$ cat config.mk
export PLATFORM = sky130hd
export DESIGN_NAME = fp_mc_wb_arbiter
export DESIGN_NICKNAME = d
export VERILOG_FILES = /design/src/rtl/fp_mc_wb_arbiter_pkg.sv /design/src/rtl/Register.sv /design/src/rtl/fp_rr_arbiter.sv /design/src/rtl/fp_mc_wb_arbiter.sv
export SDC_FILE = /design/constraint.sdc
export NUM_CORES = 1
export LEC_CHECK = 0
export ABC_AREA = 1
export BUFFER_PORTS_ARGS = -buffer_cell sky130_fd_sc_hd__buf_2
export CAP_MARGIN = 0
export CORE_MARGIN = 10
export CORE_UTILIZATION = 55
export CTS_BUF_LIST = sky130_fd_sc_hd__clkbuf_2
export DETAILED_ROUTE_END_ITERATION = 12
export PLACE_DENSITY = 0.8
export SYNTH_ARGS = -nofsm -noshare
export SYNTH_HDL_FRONTEND = slang
export SYNTH_SLANG_ARGS = --single-unit
$ cat constraint.sdc
create_clock -name clk -period 4.6 [get_ports clk]
set_input_delay 0.92 -clock clk [delete_from_list [all_inputs] [get_ports clk]]
set_output_delay 0.92 -clock clk [all_outputs]
set_load 0.03 [all_outputs]
$ cat src/rtl/fp_mc_wb_arbiter_pkg.sv
// Shared FP multicycle writeback types: control bus layout and unit indices.
package fp_mc_wb_arbiter_pkg;

   typedef struct packed {
      logic [4:0] rd;
      logic       reg_write;
      logic       FP_reg_write;
      logic       mem_to_reg;
   } exe_p_mux_bus_type;

   localparam int BUS_W       = $bits(exe_p_mux_bus_type);
   localparam int FP_MC_UNITS = 3;
   localparam int FP_MC_DIV   = 0;
   localparam int FP_MC_SQRT  = 1;

endpackage

$ cat src/rtl/Register.sv
// Generic state cell: async active-low reset, sync clear (wins over en), load enable.
module Register #(
   parameter int           W       = 1,
   parameter logic [W-1:0] RST_VAL = '0
) (
   input  logic         clk,
   input  logic         rst_n,
   input  logic         en,
   input  logic         clear,
   input  logic [W-1:0] d,
   output logic [W-1:0] q
);

   always_ff @(posedge clk or negedge rst_n) begin
      if (!rst_n)     q <= RST_VAL;
      else if (clear) q <= '0;
      else if (en)    q <= d;
   end

endmodule

$ cat src/rtl/fp_rr_arbiter.sv
// Combinational round-robin pick: first requester strictly after ptr, cyclically.
module fp_rr_arbiter #(
   parameter int N     = 3,
   parameter int IDX_W = (N > 1) ? $clog2(N) : 1
) (
   input  logic [N-1:0]     req,
   input  logic [IDX_W-1:0] ptr,
   output logic [N-1:0]     grant,
   output logic [IDX_W-1:0] grant_idx
);

   // Walk from farthest to nearest so the nearest requester overwrites the rest.
   always_comb begin
      grant     = '0;
      grant_idx = '0;
      for (int i = N; i >= 1; i--) begin
         if (req[(int'(ptr) + i) % N]) begin
            grant                         = '0;
            grant[(int'(ptr) + i) % N]    = 1'b1;
            grant_idx                     = IDX_W'((int'(ptr) + i) % N);
         end
      end
   end

endmodule

$ cat src/rtl/fp_mc_wb_arbiter.sv
// Writeback collector for multicycle FP units: 1-entry slot per unit, round-robin
// onto one registered writeback port, stall back to any unit holding an unsent result.
module fp_mc_wb_arbiter
   import fp_mc_wb_arbiter_pkg::*;
#(
   parameter int NUM_UNITS = FP_MC_UNITS,
   parameter int DATA_W    = 32,
   parameter int SRC_W     = 2
) (
   input  logic                               clk,
   input  logic                               rst_n,
   input  logic                               clear,
   input  logic                               en,
   input  logic [NUM_UNITS-1:0]               p_i,
   input  logic [NUM_UNITS-1:0][DATA_W-1:0]   result_i,
   input  logic [NUM_UNITS-1:0][BUS_W-1:0]    bus_i,
   output logic [NUM_UNITS-1:0]               stall_o,
   input  logic                               wb_ready_i,
   output logic                               p_o,
   output logic [DATA_W-1:0]                  result_o,
   output logic [BUS_W-1:0]                   bus_o,
   output logic [SRC_W-1:0]                   src_o,
   output logic                               busy_o
);

   localparam int IDX_W = (NUM_UNITS > 1) ? $clog2(NUM_UNITS) : 1;

   logic [NUM_UNITS-1:0]             slot_v, arb_grant, grant, capture, rel;
   logic [NUM_UNITS-1:0][DATA_W-1:0] slot_data;
   logic [NUM_UNITS-1:0][BUS_W-1:0]  slot_bus;
   logic [IDX_W-1:0]                 ptr, grant_idx;
   logic                             out_free, load, any_grant;

   fp_rr_arbiter #(.N(NUM_UNITS), .IDX_W(IDX_W)) u_arb (
      .req       (slot_v),
      .ptr       (ptr),
      .grant     (arb_grant),
      .grant_idx (grant_idx)
   );

   assign out_free  = !p_o || wb_ready_i;
   assign load      = en && out_free;
   assign grant     = load ? arb_grant : '0;
   assign any_grant = |grant;

   // A slot accepts a new pulse when empty or when its current entry leaves this cycle.
   assign capture   = (en && !clear) ? (p_i & (~slot_v | grant)) : '0;
   assign rel       = grant & ~p_i;
   assign stall_o   = slot_v & ~grant;
   assign busy_o    = (|slot_v) || p_o;

   for (genvar k = 0; k < NUM_UNITS; k++) begin : g_slot
      Register #(.W(1)) u_v (
         .clk, .rst_n, .clear,
         .en (capture[k] | rel[k]),
         .d  (capture[k]),
         .q  (slot_v[k])
      );
      Register #(.W(DATA_W)) u_data (
         .clk, .rst_n, .clear,
         .en (capture[k]),
         .d  (result_i[k]),
         .q  (slot_data[k])
      );
      Register #(.W(BUS_W)) u_bus (
         .clk, .rst_n, .clear,
         .en (capture[k]),
         .d  (bus_i[k]),
         .q  (slot_bus[k])
      );
   end

   Register #(.W(1)) u_p (
      .clk, .rst_n, .clear,
      .en (load),
      .d  (any_grant),
      .q  (p_o)
   );
   Register #(.W(DATA_W)) u_res (
      .clk, .rst_n, .clear,
      .en (load && any_grant),
      .d  (slot_data[grant_idx]),
      .q  (result_o)
   );
   Register #(.W(BUS_W)) u_bus_o (
      .clk, .rst_n, .clear,
      .en (load && any_grant),
      .d  (slot_bus[grant_idx]),
      .q  (bus_o)
   );
   Register #(.W(SRC_W)) u_src (
      .clk, .rst_n, .clear,
      .en (load && any_grant),
      .d  (SRC_W'(grant_idx)),
      .q  (src_o)
   );

   // Pointer survives a flush so fairness is not reset by pipeline clears.
   Register #(.W(IDX_W), .RST_VAL(IDX_W'(NUM_UNITS - 1))) u_ptr (
      .clk, .rst_n,
      .clear (1'b0),
      .en    (load && any_grant),
      .d     (grant_idx),
      .q     (ptr)
   );

   a_no_pulse_while_stalled: assert property (
      @(posedge clk) disable iff (!rst_n) !(en && !clear && (|(p_i & stall_o))));

endmodule

==> run metrics <==
Synth top area share 53.5%; Crit path largest cell delay 0.60 ns; DRT antenna net count 0; status complete, no violations; worst min-delay path category in -> async; gpl congestion 0.869; Ys Warns 0; WL final 22300 um; clk root buf clkbuf_2; Max-Cap Viols 0; Worst path slowest cell dfstp_2; vias in the first global route 7114; area leader, netlist dfrtp_1; Worst Slack Setup Final 0.964 ns; Switch Pwr 2270 uW; top post-synthesis cells by area dfrtp_1 53%, nand2_1 19%, nand3_1 11%, inv_1 4.8%, o21ai_0 3.1%; CTS tree yes; Die Span X 139 um; Seq cells post-synth 168; P_int 2690 uW; Final setup viols 0; fin nets 1288; clock-pin slew on the worst setup and hold paths 0.23 ns; CP Cell Sequence inv_1 > ha_1 > inv_1 > nand2_1 > nand3_1 > nand2_1 > nand2_1 > nand3_1 > nand2_1 > nand2_1 > inv_1 > buf_2; PortBufs 174; Worst Path Required 3.68 ns; Seq/Total Area, Yosys 53.8%; Initial DRT Pass Iterations 8; LEAKAGE 0.00513 uW; fin util 65.1%; wire per inst 16.5 um; setup_tns 0 ns; RSZ-0062 raised after global routing no; Slew @ Worst Pin 1.15 ns; final hold slack 0.227 ns; share of layout cells above drive strength 1 19.8%; total CTS buffers 17; syn nets 1145; die area 0.0194 sq mm; Post-Syn Instances 1013; crit path kind reg -> out; Worst setup startpoint u_ptr.q[1]; Area growth syn-to-layout 15.7%; synth unique cells 21; Tmin final 3.64 ns; Rel. slew slack 23.0%; Layout Cells excl Fill 1351; worst reg2reg path depth 16; Ports 175; Seq pwr share 36.6%; Placed Instances 1317; Via density 5.29; Rows 43; CTS Sinks 168; Syn Area/Cell 7.71 sq um; cts repair resizes 0; first-pass GRT wire length 36500 um; global route total overflow 0; Crit path arrival time 2.72 ns; P per Cell Area 549 mW/mm^2; most used cell along the critical path nand2_1; number of H-tree levels 4; crit path capture type output pin; Post-CTS Setup Inserts 0; Clock Power Share 17.5%; Syn Std Cell Area 0.00781 sq mm; Fmax achieved 275 MHz; Final Skew 0.0244 ns; Initial Utilization 56.3%; cts hold-fix bufs 0; Placeable Area 0.0139 sq mm; Slew Limit Fails 0; antenna violations before repair 1; DR vias 7145; Comb pwr share 45.9%; crit share post-route 79.0%; R2R Path Start u_ptr.q[0]; CTS max path bufs 2; Die Y 139 um; drt drc 0; CP startpoint kind register; Switching Fraction 45.9%; Fin. Hold Viols 0; CP Max Fanout 6; Total GRT Usage 23.1%; Max VDD drop 0.521 mV; half-perimeter wire length after placement 14600 um; Clock Latency Late Sink 0.77 ns; detailed router's first-iteration violation count 724; largest net degree at the start of global routing 105; worst slack, placed 1.48 ns
-- power groups by stage --
| stage | Clock [uW] | Combinational [uW] | Sequential [uW] |
|---|---|---|---|
| after floorplan | 0 | 1320 | 2120 |
| after global placement | 0 | 2230 | 1840 |
| after detailed placement | 0 | 2250 | 1840 |
| after CTS | 880 | 2270 | 1820 |
| after global routing | 943 | 2540 | 1850 |
| final | 866 | 2280 | 1820 |
-- kinds of logic (layout without fill, tap and decap cells) --
| group | count (synthesis) | after routing | synth area share, % |
|---|---|---|---|
| compound gates | 93 | 93 | 6.07 |
| fa+ha+maj | 4 | 4 | 0.641 |
| buf+inv | 166 | 322 | 8.49 |
| flops | 168 | 168 | 53.8 |
| other cells | 0 | 2 | 0 |
| simple gates | 582 | 582 | 31.0 |
-- state kept, by name, indices dropped and copies added (netlist names) --
register / cells
g_slot.u_data.q: 96
u_res.q: 32
g_slot.u_bus.q: 24
u_bus_o.q: 8
g_slot.u_v.q: 3
u_ptr.q: 2
u_src.q: 2
u_p.q: 1
-- cells in the final DEF, fill, tap and decap left out --
cell and instances:
a21oi_1 1, buf_12 1, buf_2 173, buf_4 9, buf_6 1, bufinv_16 4
clkbuf_2 17, clkinv_1 4, clkinv_2 4, clkinvlp_4 3, dfrtp_1 167, dfstp_2 1
diode_2 2, ha_1 4, inv_1 99, inv_2 6, inv_6 1, nand2_1 393
nand2_2 7, nand3_1 173, nand3_2 2, nand4_1 2, nor2_1 3, nor2_4 2
o21a_1 1, o21ai_0 48, o21ai_1 41, o21ai_2 1, o31ai_1 1
-- worst max-delay path: cells and delay by family, from the launching register on --
family / cells / cell delay, ns
AND/OR/NAND/NOR: 7 / 0.64
flip-flops: 1 / 0.60
buffers and inverters: 4 / 0.44
adder cells (fa/ha/maj): 1 / 0.28
-- cell type report --
cell class,instances,area (sq um)
fill,1236,4840
sequential,168,4210
multi-input combinational,679,2980
timing repair buffer,184,965
inverter,106,398
tap,180,225
clock inverter,15,183
clock buffer,17,85.1
antenna,2,5.00
-- per-stage QoR --
stage,area [sq um],total power (uW)
2_1_floorplan,7810,3440
3_3_place_gp,8770,4070
3_5_place_dp,8770,4100
4_1_cts,9040,4960
5_1_grt,9040,5330
6_report,9040,4960
-- synth_stat cells (all sizes together) --
cell type / instances
a21oi: 1
buf: 42
clkbuf: 18
dfrtp: 167
dfstp: 1
ha: 4
inv: 106
nand2: 400
nand3: 175
nand4: 2
nor2: 5
o21a: 1
o21ai: 90
o31ai: 1
-- final timing paths --
path                                     endpoint  slack [ns]
max                                    stall_o[0]        0.96
min                        g_slot[0].u_data.q[22]        0.23
max reg2reg                            u_res.q[2]        1.41
min reg2reg                            u_src.q[0]        0.50
max in group asynchronous              u_ptr.q[1]        3.46
min in group clk           g_slot[0].u_data.q[23]        0.33
-- layer usage --
metal  track usage (%)  routed length (um)  up-vias
met5                 0                   0        -
met2              35.0               10100      339
li1                  -                   -     3470
met4              7.69                 498        0
met1              31.2                9600     3296
met3              6.23                2090       40
Power figures use the tool's default switching activity.
